### src/rtl/ldpc_bp_pkg.sv
// Shared definitions for the LDPC belief-propagation datapath: default widths,
// variable-node FSM encoding and LLR saturation limits.
package ldpc_bp_pkg;

   localparam int DW_DEF = 6;
   localparam int SW_DEF = 9;

   typedef enum logic [1:0] {
      IDLE     = 2'd0,
      WAIT_SUM = 2'd1,
      EMIT     = 2'd2,
      DONE     = 2'd3
   } vnu_state_t;

   // Symmetric limit: the most-negative code is never produced.
   function automatic int llr_max(input int dw);
      return (1 << (dw - 1)) - 1;
   endfunction

   localparam int LLR_MAX = llr_max(DW_DEF);
   localparam int LLR_MIN = -LLR_MAX;

endpackage

### src/rtl/llr_saturate.sv
// Narrows an SW+1-bit extrinsic difference to DW-bit message width.
// VNU_SATURATE_EN defined: symmetric clip; undefined: plain wrap (truncate).
module llr_saturate
   import ldpc_bp_pkg::*;
#(
   parameter int DW = DW_DEF,
   parameter int SW = SW_DEF
) (
   input  logic signed [SW:0]   diff,
   output logic signed [DW-1:0] sat
);

`ifdef VNU_SATURATE_EN
   localparam logic signed [SW:0] MAX_V = (SW+1)'(llr_max(DW));
   localparam logic signed [SW:0] MIN_V = -MAX_V;

   always_comb begin
      sat = diff[DW-1:0];
      if (diff > MAX_V)
         sat = MAX_V[DW-1:0];
      else if (diff < MIN_V)
         sat = MIN_V[DW-1:0];
   end
`else
   logic unused_hi;

   assign unused_hi = ^diff[SW:DW];
   assign sat       = diff[DW-1:0];
`endif

endmodule

### src/rtl/variable_node_update.sv
// Variable-node update: captures the column total, makes the hard decision and
// streams one extrinsic message per edge. Clipping selected by VNU_SATURATE_EN.
module variable_node_update
   import ldpc_bp_pkg::*;
#(
   parameter int DW     = DW_DEF,
   parameter int SW     = SW_DEF,
   parameter int COL_WT = 3
) (
   input  logic                 clk,
   input  logic                 rst_n,
   input  logic                 start,
   input  logic signed [SW-1:0] col_sum,
   input  logic                 sum_valid,
   input  logic signed [DW-1:0] c2v_in,
   input  logic                 c2v_valid,
   output logic signed [DW-1:0] v2c_out,
   output logic                 v2c_valid,
   output logic                 hard_bit,
   output logic                 busy,
   output logic                 done
);

   localparam int CW = $clog2(COL_WT + 1);

   vnu_state_t           state, state_nxt;
   logic signed [SW-1:0] sum_reg;
   logic [CW-1:0]        cnt;
   logic signed [SW:0]   diff;
   logic signed [DW-1:0] diff_sat;
   logic                 capture, accept, last_edge;

   assign capture   = (state == WAIT_SUM) && sum_valid;
   assign accept    = (state == EMIT) && c2v_valid;
   assign last_edge = (cnt == CW'(COL_WT - 1));

   // One guard bit so the subtraction can never overflow before narrowing.
   assign diff = (SW+1)'(sum_reg) - (SW+1)'(c2v_in);

   llr_saturate #(.DW(DW), .SW(SW)) u_sat (
      .diff (diff),
      .sat  (diff_sat)
   );

   always_comb begin
      state_nxt = state;
      case (state)
         IDLE:     if (start)     state_nxt = WAIT_SUM;
         WAIT_SUM: if (sum_valid) state_nxt = EMIT;
         EMIT:     if (accept && last_edge) state_nxt = DONE;
         DONE:     state_nxt = IDLE;
         default:  state_nxt = IDLE;
      endcase
   end

   always_ff @(posedge clk or negedge rst_n) begin
      if (!rst_n) begin
         state     <= IDLE;
         sum_reg   <= '0;
         cnt       <= '0;
         v2c_out   <= '0;
         v2c_valid <= 1'b0;
         hard_bit  <= 1'b0;
      end else begin
         state     <= state_nxt;
         v2c_valid <= accept;
         if (capture) begin
            sum_reg  <= col_sum;
            hard_bit <= col_sum[SW-1];
            cnt      <= '0;
         end
         if (accept) begin
            v2c_out <= diff_sat;
            cnt     <= cnt + 1'b1;
         end
      end
   end

   assign busy = (state != IDLE);
   assign done = (state == DONE);

endmodule

### config.mk
export PLATFORM = sky130hd
export DESIGN_NAME = variable_node_update
export DESIGN_NICKNAME = d
export VERILOG_FILES = /design/src/rtl/ldpc_bp_pkg.sv /design/src/rtl/llr_saturate.sv /design/src/rtl/variable_node_update.sv
export SDC_FILE = /design/constraint.sdc
export NUM_CORES = 1
export LEC_CHECK = 0
export CORE_ASPECT_RATIO = 0.75
export CORE_MARGIN = 1.5
export CORE_UTILIZATION = 45
export DETAILED_ROUTE_END_ITERATION = 8
export PLACE_DENSITY = 0.78
export SLEW_MARGIN = 20
export SYNTH_ARGS = -nofsm -noshare
export SYNTH_HDL_FRONTEND = slang
export SYNTH_SLANG_ARGS = --single-unit
### constraint.sdc
create_clock -name clk -period 1.7 [get_ports clk]
set_input_delay 0.255 -clock clk [delete_from_list [all_inputs] [get_ports clk]]
set_output_delay 0.255 -clock clk [all_outputs]
set_load 0.01 [all_outputs]
# Word level (Yosys, flattened, before mapping)
# Cells that the tools add are included.
dict set report op_classes {
  add_sub_neg 2
  eq_ne 7
  mux 6
  reduce_logical 7
}
# operator count
set op_table {}
lappend op_table {{$mux W2} 5}
lappend op_table {{$pmux W2 S4} 1}
lappend op_table {{$eq A2 B2 Y1 const B} 3}
lappend op_table {{$sub A6 B6 Y6} 1}
lappend op_table {{$ne A2 B2 Y1 const B} 2}
lappend op_table {{$reduce_bool A2 Y1} 2}
lappend op_table {{$logic_and A1 B1 Y1} 3}
lappend op_table {{$reduce_and A3 Y1} 1}
lappend op_table {{$add A2 B1 Y2 const B} 1}
lappend op_table {{$eq A2 B1 Y1 const B} 1}
lappend op_table {{$logic_not A2 Y1} 1}
lappend op_table {{$ne A2 B1 Y1 const B} 1}
dict set report word_totals {
  ff_bits 18
  inputBits 20
  word_cells 28
}

# Longest topological paths before layout
dict set report logic_depth {
  ltp_word 5
  ltp_mapped 7
  ltp_nobuf 7
}

# Modules after synthesis
# A second synthesis with hierarchy kept.
dict set report unflattened {
  cells_unflattened 118
  hier_area_um2 1275.0
}
# module n_inst cells_each area_each_um2
set modules_own_cells {}
lappend modules_own_cells {variable_node_update 1 112 1229.9}
lappend modules_own_cells {llr_saturate 1 6 45.0}

# Least setup slack after synthesis
# No wires, ideal clock.
dict set report synth_timing {
  path_kind {reg2reg}
  startpoint {register sum_reg[4]}
  endpoint {register v2c_out[5]}
  setup_ns 0.126
  t_arrival_ns 1.426
  required_time_ns 1.574
  setup_slack_ns 0.148
  stages_incl_launch_ff 6
  path_buffers 0
  synth_period_minus_slack_ns 1.552
  path_cell_list {dfrtp_1 ha_1 and2_4 a221oi_2 a21oi_1 a311o_1}
}
dict set report synth_between {
  elab_chain_len 1
}
# element line
set synth_rtl {}
lappend synth_rtl {{start: declaration} variable_node_update.sv:27} ;# logic signed [SW-1:0] sum_reg;
lappend synth_rtl {{start signal: assignment} variable_node_update.sv:68} ;# sum_reg <= col_sum;
lappend synth_rtl {{$sub A6 B6 Y6} variable_node_update.sv:38} ;# assign diff = (SW+1)'(sum_reg) - (SW+1)'(c2v_in);
lappend synth_rtl {{end signal: assignment} variable_node_update.sv:73} ;# v2c_out <= diff_sat;
lappend synth_rtl {{end: declaration} variable_node_update.sv:17} ;# output logic signed [DW-1:0] v2c_out,
# Every way passes these cells.
# A chain may end at the register's enable or synchronous reset.

# Worst setup path after layout
dict set report layout_timing {
  startpoint {input port c2v_in[2]}
  endpoint {register v2c_out[4]}
}
dict set report layout_between {
  elab_chain_len 1
}
# element line
set layout_rtl {}
lappend layout_rtl {{start: declaration} variable_node_update.sv:15} ;# input logic signed [DW-1:0] c2v_in,
lappend layout_rtl {{$sub A6 B6 Y6} variable_node_update.sv:38}
# Every way passes these cells.

==> results_dict.tcl <==
set metrics [dict create \
    status "completed" \
    pwr_density_cell_nw_per_um2 1630 \
    dr.first_iter.drc_count 16 \
    overflow 0 \
    track_usage_pct 20.3 \
    final_hold_viol_count 0 \
    r2r_setup_slack_ns 0.06 \
    vias 795 \
    final_cell_mix "clkdlybuf4s50_1 (25), dfrtp_1 (18), inv_1 (12), buf_4 (12), nand2_1 (10)" \
    worst_r2r_path_depth 7 \
    dp_hpwl_um 1600 \
    diodes 0 \
    fin_nets 163 \
    crit_type "input pin to register" \
    syn_avg_cell_area_um2 10.9 \
    antenna_left 0 \
    fmax_mhz 600 \
    io_pins 30 \
    cts_made_buffers 3 \
    place_congestion 0.700 \
    mostFrequentLayoutCell "clkdlybuf4s50_1" \
    min_path_type "input pin to async pin" \
    slew_headroom_pct 70.7 \
    dieArea_um2 2440 \
    drv_cap 0 \
    dr.max_layer_used "met4" \
    wl_met3_um 124 \
    cts_hold_buffers 0 \
    synth.distinct_cells 23 \
    required_ns 1.90 \
    grt_antenna_before_repair 0 \
    synth_seq_cells 18 \
    start_util_pct 48.0 \
    die_h_um 43.2 \
    worst_pin_slew_ns 0.439 \
    vias_per_cell 5.13 \
    min_period_over_period_pct 98.1 \
    leakage_nw 0.669 \
    fp.dieW_um 56.5 \
    rows 14 \
    worstSetupStartpointType "input pin" \
    cts-root-buf "clkbuf_4" \
    port_buffers 27 \
    yosysWarnings 0 \
    grt_first_pass_wirelength_um 3710 \
    clock_sink_count 18 \
    ir_worst_vdd_mv 1.00 \
    syn_inst 89 \
    drive_gt1_share_pct 22.9 \
    routed_wl_um 2140 \
    cts_tree "done" \
    dr_wl_met2_um 1100 \
    r2r_start "sum_reg[0]$_DFFE_PN0P_" \
    first_pass_iters 4 \
    insertion_delay_ns 0.30 \
    drc_errors 0 \
    synth_nets 120 \
    cts_max_level 1 \
    holdWs_ns 0.273 \
    critical_path_arrival_ns 1.86 \
    wire_per_inst_um 13.8 \
    core-area_um2 2010 \
    netlist_area_um2 967 \
    r2r_end "v2c_out[4]$_DFFE_PN0P_" \
    worstPathMaxFanout 2 \
    grt_max_degree 19 \
    finalCriticalPeriod_ns 1.67 \
    place_inst 149 \
    setup_violations 0 \
    clk_pin_slew_ns 0.10 \
    ys_seq_area_share_pct 46.6 \
    end_kind "register" \
    slew_viol_final 0 \
    syn_to_final_growth_pct 47.1 \
    grt_pass1_vias 884 \
    wl_met1_um 897 \
    cts.path.max_buffers 2 \
    finalClockSkew_ns 0.000502 \
    fin_cells 155 \
]
[Yosys cell counts]
master	instances	area share, %
o211ai_1	1	0.78
fa_1	1	2.1
a311o_1	1	1.0
clkbuf_1	1	0.39
a221oi_2	1	1.6
o31ai_1	2	1.6
and2_4	1	0.91
xor2_1	2	1.8
ha_1	10	13
dfrtp_1	18	47
o21a_1	4	3.1
and2_1	1	0.65
nor2_1	1	0.39
inv_1	12	4.7
nor2b_1	3	1.9
a221oi_1	1	0.91
o32a_1	1	1.0
nand2_1	10	3.9
a21oi_1	1	0.52
o21ai_0	6	3.1
mux2_2	7	8.2
nand3_1	2	1.0
nor3_1	2	1.0
[what timing repair did]
action | in CTS | in global routing
setup endpoints to repair | 1 | 2
pin swaps | 0 | 5
buffers inserted | 2 | 0
gates resized for setup | 2 | 6
cloned | 0 | 0
[layout make-up]
cell class	instances	area, um^2
inverters	12	45.0
repair buffers	39	358
fillers	168	592
flip-flops and latches	18	450
clock buffers	4	36.3
well taps	24	30.0
multi-input cells	58	503
[metal layers]
layer	vias to the layer above	track usage, %
met5	-	0
met1	379	22.8
met2	25	36.7
li1	389	-
met4	0	4.76
met3	2	7.32
[kinds of logic (layout without fill, tap and decap cells)]
group	after synthesis	count (layout)	share of synthesized area [%]
AO/OA/AOI/OAI	18	18	13.6
XOR/XNOR	2	2	1.81
adder cells (fa/ha/maj)	11	11	15.0
buffers and inverters	13	55	5.04
flip-flops	18	18	46.6
multiplexers	7	7	8.15
AND/OR/NAND/NOR	20	20	9.83
[metrics by stage]
step           TNS (ns)  setup slack [ns]  utilization [%]  area [um^2]  power, mW
2_1_floorplan         0             0.148                -          967       1.44
3_3_place_gp     -0.531            -0.244             66.5         1340       1.90
3_5_place_dp     -0.719            -0.325             66.5         1340       1.97
4_1_cts               0           0.00919             68.9         1390       2.26
5_1_grt         -0.0701           -0.0701             70.6         1420       2.54
6_report              0            0.0323             70.6         1420       2.33
[critical path: stages]
cell and delay [ns]:
clkdlybuf4s50_1 0.48, inv_1 0.05, ha_1 0.30, nor2b_2 0.15, o21a_1 0.18, o21a_1 0.18, o31ai_1 0.27
[power by group]
group | internal (mW) | switching, mW | leakage, nW | total [mW]
registers | 0.630 | 0.117 | 0.222 | 0.747
logic | 0.731 | 0.579 | 0.426 | 1.31
clock network | 0.131 | 0.138 | 0.0210 | 0.269
total | 1.49 | 0.834 | 0.669 | 2.33
[worst max path at each step]
stage / cells past startpoint / slack, ns / end / from
after floorplan: 5 / 0.15 / v2c_out[5]$_DFFE_PN0P_ / sum_reg[4]$_DFFE_PN0P_
after global placement: 7 / -0.24 / v2c_out[5]$_DFFE_PN0P_ / c2v_in[4]
after detailed placement: 7 / -0.32 / v2c_out[5]$_DFFE_PN0P_ / c2v_in[4]
after CTS: 7 / 0.009 / v2c_out[5]$_DFFE_PN0P_ / c2v_in[4]
after global routing: 7 / -0.07 / v2c_out[4]$_DFFE_PN0P_ / sum_reg[0]$_DFFE_PN0P_
final: 7 / 0.03 / v2c_out[4]$_DFFE_PN0P_ / c2v_in[2]
Note: power is estimated with default switching activity, not from simulation.
